## config.mk

```make
export PLATFORM = sky130hd
export DESIGN_NAME = control_sequencer
export DESIGN_NICKNAME = d
export VERILOG_FILES = /design/src/rtl/ctrl_pkg.sv /design/src/rtl/ctrl_wait_timer.sv /design/src/rtl/control_sequencer.sv
export SDC_FILE = /design/constraint.sdc
export NUM_CORES = 1
export LEC_CHECK = 0
export CORE_MARGIN = 4
export CORE_UTILIZATION = 40
export CTS_CLUSTER_SIZE = 10
export DETAILED_ROUTE_END_ITERATION = 6
export GPL_ROUTABILITY_DRIVEN = 1
export GPL_TIMING_DRIVEN = 0
export PLACE_DENSITY = 0.77
export REMOVE_ABC_BUFFERS = 1
export SLEW_MARGIN = 20
export SYNTH_ARGS = -nofsm -noshare
export SYNTH_HDL_FRONTEND = slang
export SYNTH_HIERARCHICAL = 1
export SYNTH_SLANG_ARGS = --single-unit
```

## constraint.sdc

```tcl
create_clock -name CLK -period 3.1 [get_ports CLK]
set_input_delay 0.62 -clock CLK [delete_from_list [all_inputs] [get_ports CLK]]
set_output_delay 0.62 -clock CLK [all_outputs]
set_load 0.05 [all_outputs]
```

## src/rtl/ctrl_pkg.sv

```systemverilog
// rtl/ctrl_pkg.sv - shared state codes, instruction field positions and output bundle
package ctrl_pkg;

    localparam logic [5:0] S_RST    = 6'd0;
    localparam logic [5:0] S_FETCH  = 6'd1;
    localparam logic [5:0] S_IFREQ  = 6'd2;
    localparam logic [5:0] S_IFWAIT = 6'd3;
    localparam logic [5:0] S_DECODE = 6'd4;
    localparam logic [5:0] S_DPI    = 6'd5;
    localparam logic [5:0] S_DPR    = 6'd7;
    localparam logic [5:0] S_BR     = 6'd8;
    localparam logic [5:0] S_BL     = 6'd10;
    localparam logic [5:0] S_UNDEF  = 6'd12;
    localparam logic [5:0] S_LSADDR = 6'd33;
    localparam logic [5:0] S_LSRD   = 6'd34;
    localparam logic [5:0] S_LSWR   = 6'd41;
    localparam logic [5:0] S_LSWB   = 6'd36;
    localparam logic [5:0] S_ABORT  = 6'd63;

    // ir[27:25] instruction classes
    localparam logic [2:0] CLS_DPR    = 3'b000;
    localparam logic [2:0] CLS_DPI    = 3'b001;
    localparam logic [2:0] CLS_LS_IMM = 3'b010;
    localparam logic [2:0] CLS_LS_REG = 3'b011;
    localparam logic [2:0] CLS_BRANCH = 3'b101;

    localparam int IR_CLS_HI = 27;
    localparam int IR_CLS_LO = 25;
    localparam int IR_P      = 24;
    localparam int IR_LINK   = 24;
    localparam int IR_U      = 23;
    localparam int IR_B      = 22;
    localparam int IR_WB     = 21;
    localparam int IR_L      = 20;

    typedef struct packed {
        logic ld_mar;
        logic ld_ir;
        logic ld_pc;
        logic ld_rf;
        logic mem_en;
        logic mem_rw;
        logic mem_byte;
        logic abort;
        logic undef;
    } ctrl_out_t;

endpackage

```

## src/rtl/ctrl_wait_timer.sv

```systemverilog
// rtl/ctrl_wait_timer.sv - memory wait counter with bus-timeout compare
module ctrl_wait_timer
    import ctrl_pkg::*;
#(
    parameter int WAIT_MAX = 15
) (
    input  logic       clk,
    input  logic       resetn,
    input  logic       active,
    input  logic       moc,
    output logic [7:0] count,
    output logic       expired
);

    localparam logic [7:0] LAST = 8'(WAIT_MAX - 1);

    // Every wait state is entered from a non-wait state, so clearing while idle covers entry.
    always_ff @(posedge clk) begin
        if (!resetn) begin
            count <= '0;
        end else if (!active || moc) begin
            count <= '0;
        end else begin
            count <= count + 8'd1;
        end
    end

    assign expired = active && !moc && (count == LAST);

endmodule

```

## src/rtl/control_sequencer.sv

```systemverilog
// rtl/control_sequencer.sv - Moore instruction-sequencing FSM with memory wait timeout
module control_sequencer
    import ctrl_pkg::*;
#(
    parameter int STATE_W  = 7,
    parameter int IR_W     = 32,
    parameter int WAIT_MAX = 15
) (
    input  logic               CLK,
    input  logic               CLR,
    input  logic [IR_W-1:0]    ir,
    input  logic               moc,
    input  logic               cond,
    output logic [STATE_W-1:0] state,
    output logic               ld_mar,
    output logic               ld_ir,
    output logic               ld_pc,
    output logic               ld_rf,
    output logic               mem_en,
    output logic               mem_rw,
    output logic               mem_byte,
    output logic               abort,
    output logic               undef
);

    localparam logic [STATE_W-1:0] ST_RST    = STATE_W'(S_RST);
    localparam logic [STATE_W-1:0] ST_FETCH  = STATE_W'(S_FETCH);
    localparam logic [STATE_W-1:0] ST_IFREQ  = STATE_W'(S_IFREQ);
    localparam logic [STATE_W-1:0] ST_IFWAIT = STATE_W'(S_IFWAIT);
    localparam logic [STATE_W-1:0] ST_DECODE = STATE_W'(S_DECODE);
    localparam logic [STATE_W-1:0] ST_DPI    = STATE_W'(S_DPI);
    localparam logic [STATE_W-1:0] ST_DPR    = STATE_W'(S_DPR);
    localparam logic [STATE_W-1:0] ST_BR     = STATE_W'(S_BR);
    localparam logic [STATE_W-1:0] ST_BL     = STATE_W'(S_BL);
    localparam logic [STATE_W-1:0] ST_UNDEF  = STATE_W'(S_UNDEF);
    localparam logic [STATE_W-1:0] ST_LSADDR = STATE_W'(S_LSADDR);
    localparam logic [STATE_W-1:0] ST_LSRD   = STATE_W'(S_LSRD);
    localparam logic [STATE_W-1:0] ST_LSWR   = STATE_W'(S_LSWR);
    localparam logic [STATE_W-1:0] ST_LSWB   = STATE_W'(S_LSWB);
    localparam logic [STATE_W-1:0] ST_ABORT  = STATE_W'(S_ABORT);

    logic [STATE_W-1:0] next_state;
    logic               in_wait;
    logic               expired;
    logic [7:0]         wait_count;
    logic [2:0]         cls;
    logic               writeback;
    ctrl_out_t          outs;
    logic               unused_bits;

    assign cls         = ir[IR_CLS_HI:IR_CLS_LO];
    // Post-indexed (P=0) always writes back; pre-indexed only when W is set.
    assign writeback   = !ir[IR_P] || ir[IR_WB];
    assign in_wait     = (state == ST_IFWAIT) || (state == ST_LSRD) || (state == ST_LSWR);
    assign unused_bits = ^{ir, wait_count};

    ctrl_wait_timer #(
        .WAIT_MAX(WAIT_MAX)
    ) u_wait_timer (
        .clk    (CLK),
        .resetn (CLR),
        .active (in_wait),
        .moc    (moc),
        .count  (wait_count),
        .expired(expired)
    );

    always_ff @(posedge CLK) begin
        if (!CLR) begin
            state <= ST_RST;
        end else begin
            state <= next_state;
        end
    end

    always_comb begin
        next_state = ST_RST;
        case (state)
            ST_RST:    next_state = ST_FETCH;
            ST_FETCH:  next_state = ST_IFREQ;
            ST_IFREQ:  next_state = ST_IFWAIT;
            ST_IFWAIT: begin
                if (moc)          next_state = ST_DECODE;
                else if (expired) next_state = ST_ABORT;
                else              next_state = ST_IFWAIT;
            end
            ST_DECODE: begin
                if (!cond) begin
                    next_state = ST_FETCH;
                end else begin
                    case (cls)
                        CLS_DPR:    next_state = ST_DPR;
                        CLS_DPI:    next_state = ST_DPI;
                        CLS_LS_IMM: next_state = ST_LSADDR;
                        CLS_LS_REG: next_state = ST_LSADDR;
                        CLS_BRANCH: next_state = ir[IR_LINK] ? ST_BL : ST_BR;
                        default:    next_state = ST_UNDEF;
                    endcase
                end
            end
            ST_DPI:    next_state = ST_FETCH;
            ST_DPR:    next_state = ST_FETCH;
            ST_UNDEF:  next_state = ST_FETCH;
            ST_BL:     next_state = ST_BR;
            ST_BR:     next_state = ST_FETCH;
            ST_LSADDR: next_state = ir[IR_L] ? ST_LSRD : ST_LSWR;
            ST_LSRD, ST_LSWR: begin
                if (moc)          next_state = writeback ? ST_LSWB : ST_FETCH;
                else if (expired) next_state = ST_ABORT;
                else              next_state = state;
            end
            ST_LSWB:   next_state = ST_FETCH;
            ST_ABORT:  next_state = ST_ABORT;
            default:   next_state = ST_RST;
        endcase
    end

    // ld_rf is held through the whole read so the final data beat is always captured.
    always_comb begin
        outs = '0;
        case (state)
            ST_FETCH: begin
                outs.ld_mar = 1'b1;
                outs.ld_pc  = 1'b1;
            end
            ST_IFWAIT: begin
                outs.mem_en = 1'b1;
                outs.mem_rw = 1'b1;
            end
            ST_DECODE: outs.ld_ir = 1'b1;
            ST_DPI:    outs.ld_rf = 1'b1;
            ST_DPR:    outs.ld_rf = 1'b1;
            ST_BL:     outs.ld_rf = 1'b1;
            ST_BR:     outs.ld_pc = 1'b1;
            ST_UNDEF:  outs.undef = 1'b1;
            ST_LSADDR: outs.ld_mar = 1'b1;
            ST_LSRD: begin
                outs.mem_en   = 1'b1;
                outs.mem_rw   = ir[IR_L];
                outs.mem_byte = ir[IR_B];
                outs.ld_rf    = 1'b1;
            end
            ST_LSWR: begin
                outs.mem_en   = 1'b1;
                outs.mem_rw   = ir[IR_L];
                outs.mem_byte = ir[IR_B];
            end
            ST_LSWB:   outs.ld_rf = 1'b1;
            ST_ABORT:  outs.abort = 1'b1;
            default:   outs = '0;
        endcase
    end

    assign ld_mar   = outs.ld_mar;
    assign ld_ir    = outs.ld_ir;
    assign ld_pc    = outs.ld_pc;
    assign ld_rf    = outs.ld_rf;
    assign mem_en   = outs.mem_en;
    assign mem_rw   = outs.mem_rw;
    assign mem_byte = outs.mem_byte;
    assign abort    = outs.abort;
    assign undef    = outs.undef;

endmodule
```

==> impl_metrics.toml, run 1 <==
[floorplan]
start_util_pct = 42.6
core_um2 = 2520
dieArea_um2 = 3580
die_height_um = 59.8
die-width_um = 59.8
ios = 52
num_rows = 18

[timing]
finalSetupViolations = 0
skew_ns = 0.0113
hold_violations = 0
relSlewSlack_pct = 64.9
worst_pin_slew_ns = 0.525
max_freq_mhz = 331
timing.setup.tns_ns = 0
period_minus_slack_ns = 3.02
rsz0062_at_grt = "no"
timing.final.crit_share_pct = 97.5
maxSlewViolCount = 0

[clocking]
clock_latency_ns = 0.28
max-clock-path-buffers = 2
clk_pin_slew_ns = 0.09
cts_tree = "yes"
cts_max_level = 1
cts-root-buf = "clkbuf_4"
cts_setup_buffers = 0
cts-buffers-inserted = 3
cts_hold_buf = 0
clkSinkCount = 14

[critical_path]
cp_slowest_cell = "clkdlybuf4s50_1"
ff2ff_setup_slack_ns = 0.24
crit_fanout = 12
cp_top_family = "buffers and inverters"
slowest_delay_ns = 0.83
cp_num_cells = 3
cp-end-kind = "output port"
r2r-start = "state[1]"
r2r_end = "state[0]"
arrival_ns = 2.40
crit_buf_inv = 1
startpoint = "state[2]"
worst-r2r-cell-count = 12
crit_chain = "or4b_4 -> nor3_1 -> clkdlybuf4s50_1"
crit_type = "flop to output port"
cp.required_ns = 2.48
critPathLaunchType = "flop"

[worst_hold_path]
min_path_type = "flop to flop"
hp-start = "u_wait_timer/count[0]"
hold_depth = 1
min_to = "u_wait_timer/count[0]"

[logic_synthesis]
synth_edf_count = 0
ys.flop_type = "dfxtp_1"
synth_fa_ha_area_share_pct = 2.33
avgSynthCellArea_um2 = 7.40
ys_seq_elements = 14
synth_simple_gate_area_share_pct = 37.4
synth-xor-area-share_pct = 4.08
synthCells = 145
synth_top_area_share_pct = 26.1
yosysSeqAreaShare_pct = 26.1
synth_common_cells = "19 x nor2_1, 14 x dfxtp_1, 14 x nand2_1, 9 x a21oi_1, 7 x inv_1"
synth_top_family_by_area = "simple AND/OR/NAND/NOR gates"
synthMuxAreaShare_pct = 0.932
synth_cell_types = 49
ys_async_sr_fraction_pct = 0
yosys.area.top_type = "dfxtp_1"
synth-compound-area-share_pct = 23.0
syn_area_um2 = 1070
synth.area.top_cells = "dfxtp_1 26%, nor2_1 6.6%, nand2_1 4.9%"
synth.most_common_cell = "nor2_1"
yosys_warnings = 6

[power]
peakVddDrop_mv = 0.400
finalPower_mw = 0.754
pwr_density_cell_nw_per_um2 = 543
leakage_nw = 0.516

[detailed_routing]
postRouteAntennaNets = 0
via_per_inst = 5.82
drc = 0
first_iter_violations = 40
wirelength_um = 2820
wire_per_inst_um = 14.4
num_vias = 1141
dr.pass1.iters = 4

[layout]
drive_gt1_share_pct = 10.2
num-fill-cells = 246
final_nets = 206
syn_to_final_growth_pct = 29.3
antenna_cells = 0

[grt]
grt-ovfl-total = 0
grt_usage_pct = 16.5
grt_pass1_wl_um = 4660
antenna_found_initial = 0
grt_max_degree = 18
grt_pass1_vias = 1054

[place]
place_hpwl_um = 2070
gp_congestion = 0.891
portBuffers = 25

[run]
maxCapViolations = 0

[run_status]
status = "finished, final reports clean"
==> flip-flops by register name, summed over array words and instances (netlist names) <==
signal	count
u_wait_timer/count	8
state	6
==> worst max-delay path by stage <==
stage                    end  slack (ns)
floorplan              ld_pc       -0.21
global placement    state[0]       -0.05
detailed placement  state[0]       -0.18
CTS                    ld_rf        0.02
global route           undef        0.02
finish                 undef        0.08
==> stage by stage <==
stage	utilization, %	instances	setup WS (ns)	hold WS [ns]	cell area [um2]
global placement	52.7	193	-0.0541	0.451	1330
global route	55.0	196	0.0170	0.509	1390
CTS	54.0	196	0.0211	0.485	1360
floorplan	-	138	-0.205	0.440	1040
finish	55.0	196	0.0772	0.479	1390
detailed placement	52.7	193	-0.178	0.465	1330
==> metal layers <==
metal	share of wire [%]	wire, um	track usage [%]	vias to the layer above
met5	0	0	0	-
met4	0	0	1.58	0
met3	4.4	125	4.10	0
met2	48	1360	27.8	31
met1	47	1330	22.1	544
li1	-	-	-	566
==> power by group <==
part | internal, mW | leakage, nW | switching [mW]
logic | 0.159 | 0.387 | 0.244
registers | 0.197 | 0.115 | 0.0524
clock network | 0.0450 | 0.0138 | 0.0557
total | 0.402 | 0.516 | 0.352
==> worst reg2reg max path, stage by stage (launching register included) <==
cell	delay (ns)
dfxtp_2	0.46
nor2b_4	0.22
and3_1	0.24
nand2_1	0.13
nand2_1	0.11
nor4b_2	0.20
nand3_1	0.15
nor4b_4	0.35
nor2_1	0.14
a21oi_1	0.18
or3_1	0.15
o2111ai_1	0.14
o31a_1	0.27
==> cells in the final DEF, fill, tap and decap left out, drive strengths merged, types with 3 or more instances in the layout <==
| cell | n |
|---|---|
| dfxtp | 14 |
| o31a | 4 |
| or3 | 3 |
| xor2 | 3 |
| nand2b | 4 |
| nand2 | 15 |
| nor3 | 5 |
| o21ai | 7 |
| clkbuf | 3 |
| and3 | 3 |
| nor2 | 19 |
| nor4b | 3 |
| a21oi | 9 |
| nand3 | 7 |
| clkdlybuf4s50 | 24 |
| nand4 | 3 |
| inv | 8 |
==> what timing repair did <==
action / 4_1_cts / 5_1_grt
gates resized for setup: 4 / 6
endpoints found under the setup margin: 5 / 7
hold endpoints to repair: 0 / 0
==> area by class of cell <==
class | count | area [um2] | area share [%]
clock buffer | 3 | 22.5 | 1.62
multi-input combinational | 116 | 759 | 54.7
tap | 30 | 37.5 | 2.71
timing repair buffer | 25 | 253 | 18.2
sequential | 14 | 285 | 20.6
inverter | 8 | 30.0 | 2.16
==> kinds of logic after synthesis <==
logic type               count (synthesis)
flip-flops                              14
other                                    1
XOR/XNOR                                 5
adder cells (fa/ha/maj)                  2
buffers and inverters                   15
AO/OA/AOI/OAI                           35
AND/OR/NAND/NOR                         72
multiplexers                             1
(Power assumes the default switching activity.)
==> inputs of run 2 (changes only) <==
--- a/config.mk
+++ b/config.mk
@@ -5,13 +5,14 @@
 export SDC_FILE = /design/constraint.sdc
 export NUM_CORES = 1
 export LEC_CHECK = 0
+export CELL_PAD_IN_SITES_DETAIL_PLACEMENT = 0
+export CELL_PAD_IN_SITES_GLOBAL_PLACEMENT = 1
 export CORE_MARGIN = 4
-export CORE_UTILIZATION = 40
-export CTS_CLUSTER_SIZE = 10
+export CORE_UTILIZATION = 27
 export DETAILED_ROUTE_END_ITERATION = 6
 export GPL_ROUTABILITY_DRIVEN = 1
 export GPL_TIMING_DRIVEN = 0
-export PLACE_DENSITY = 0.77
+export PLACE_DENSITY = 0.76
 export REMOVE_ABC_BUFFERS = 1
 export SLEW_MARGIN = 20
 export SYNTH_ARGS = -nofsm -noshare
==> impl_metrics.toml, run 2 (same netlist as run 1, synthesis figures left out) <==
[run_status]
status = "finished, final reports clean"

[grt]
antenna_found_initial = 0
grt_pass1_vias = 1096
use_met1_pct = 14.8
grt_max_degree = 18
busiest_layer = "met2"
met2_usage_pct = 21.7
grt_usage_pct = 12.0
grt_pass1_wl_um = 5110
grt-ovfl-total = 0
grt.met3_usage_pct = 1.28

[floorplan]
die_height_um = 71.1
ios = 52
die-width_um = 71.1
num_rows = 22
start_util_pct = 28.7
dieArea_um2 = 5050
core_um2 = 3740

[clocking]
cts_tree = "yes"
cts_max_level = 1
cts-root-buf = "clkbuf_8"
max-clock-path-buffers = 2
clock_latency_ns = 0.24
cts-buffers-inserted = 3
clk_pin_slew_ns = 0.05
cts_setup_buffers = 0
clkSinkCount = 14

[timing]
period_minus_slack_ns = 2.98
worst_pin_slew_ns = 0.548
maxSlewViolCount = 0
max_freq_mhz = 336
layout_setup_ws_ns = 0.123
rsz0062_at_grt = "no"
skew_ns = 0.00130
finalSetupViolations = 0
relSlewSlack_pct = 63.4
hold_violations = 0
timing.final.crit_share_pct = 96.0

[detailed_routing]
num_vias = 1124
wirelength_um = 2890
first_iter_violations = 62
dr.pass1.iters = 4
postRouteAntennaNets = 0
wire_per_inst_um = 13.5
drc = 0
via_per_inst = 5.25

[power]
peakVddDrop_mv = 0.288
pwr_density_cell_nw_per_um2 = 560
leakage_nw = 0.523
finalPower_mw = 0.799

[critical_path]
slowest_delay_ns = 0.83
arrival_ns = 2.36
cp_top_family = "buffers and inverters"
cp.required_ns = 2.48
cp-end-kind = "output port"
crit_type = "flop to output port"
critPathLaunchType = "flop"
crit_chain = "or4b_4 -> nor3_1 -> clkdlybuf4s50_1"
cp_slowest_cell = "clkdlybuf4s50_1"
crit_fanout = 12
crit_buf_inv = 1

[layout]
fin_util_pct = 38.1
largest_register = "u_wait_timer/count"
antenna_cells = 0
largest_reg_flops = 8
layout_commonest_cell = "clkdlybuf4s50_1"
final_nets = 206
syn_to_final_growth_pct = 32.8
largestRegisters = "u_wait_timer/count (8), state (6)"
final_cell_mix = "24 x clkdlybuf4s50_1, 19 x nor2_1, 14 x nand2_1"
drive_gt1_share_pct = 9.64

[place]
portBuffers = 25
gp_congestion = 0.833
post-place-ws_ns = -0.186
place_hpwl_um = 2220

[worst_hold_path]
min_path_type = "flop to flop"

[run]
maxCapViolations = 0
-- run 2: path summary, 6_finish.rpt --
path	startpoint	endpoint	slack, ns	depth (start not counted)
max	state[2]	undef	0.12	3
min	u_wait_timer/count[0]	u_wait_timer/count[0]	0.48	1
max reg2reg	state[3]	state[0]	0.26	11
min reg2reg	u_wait_timer/count[0]	u_wait_timer/count[0]	0.48	1
-- run 2: report_power, final --
group	internal, mW	switching, mW
clock network	0.0857	0.0571
logic	0.159	0.244
registers	0.200	0.0528
-- run 2: what timing repair did --
item                       4_1_cts  5_1_grt
hold buffers                     0        0
setup endpoints to repair        3        6
pin swaps                        0        0
resized for setup                3        7
-- run 2: final cells by class --
| cell class | instances | area, um2 |
|---|---|---|
| clock buffer | 3 | 41.3 |
| fill | 411 | 2320 |
| timing repair buffer | 25 | 253 |
| sequential | 14 | 288 |
| multi-input combinational | 116 | 753 |
| inverter | 8 | 30.0 |
| tap | 48 | 60.1 |
-- run 2: per-stage QoR --
stage | cell area (um2) | hold WS [ns] | cells | TNS, ns
floorplan | 1040 | 0.440 | 138 | -0.213
global placement | 1350 | 0.458 | 211 | -0.264
detailed placement | 1350 | 0.468 | 211 | -0.287
CTS | 1400 | 0.484 | 214 | 0
global route | 1430 | 0.531 | 214 | 0
finish | 1430 | 0.476 | 214 | 0
-- run 2: worst reg2reg max path: cells and delay by family, from the launching register on --
kind            cells  cell delay [ns]
compound gates      4             0.75
simple gates        7             1.45
flops               1             0.53
-- run 2: per-layer routing --
metal	up-vias	wire [um]
met1	528	1290
met3	2	87
met5	-	0
met2	26	1490
li1	568	-
met4	0	22
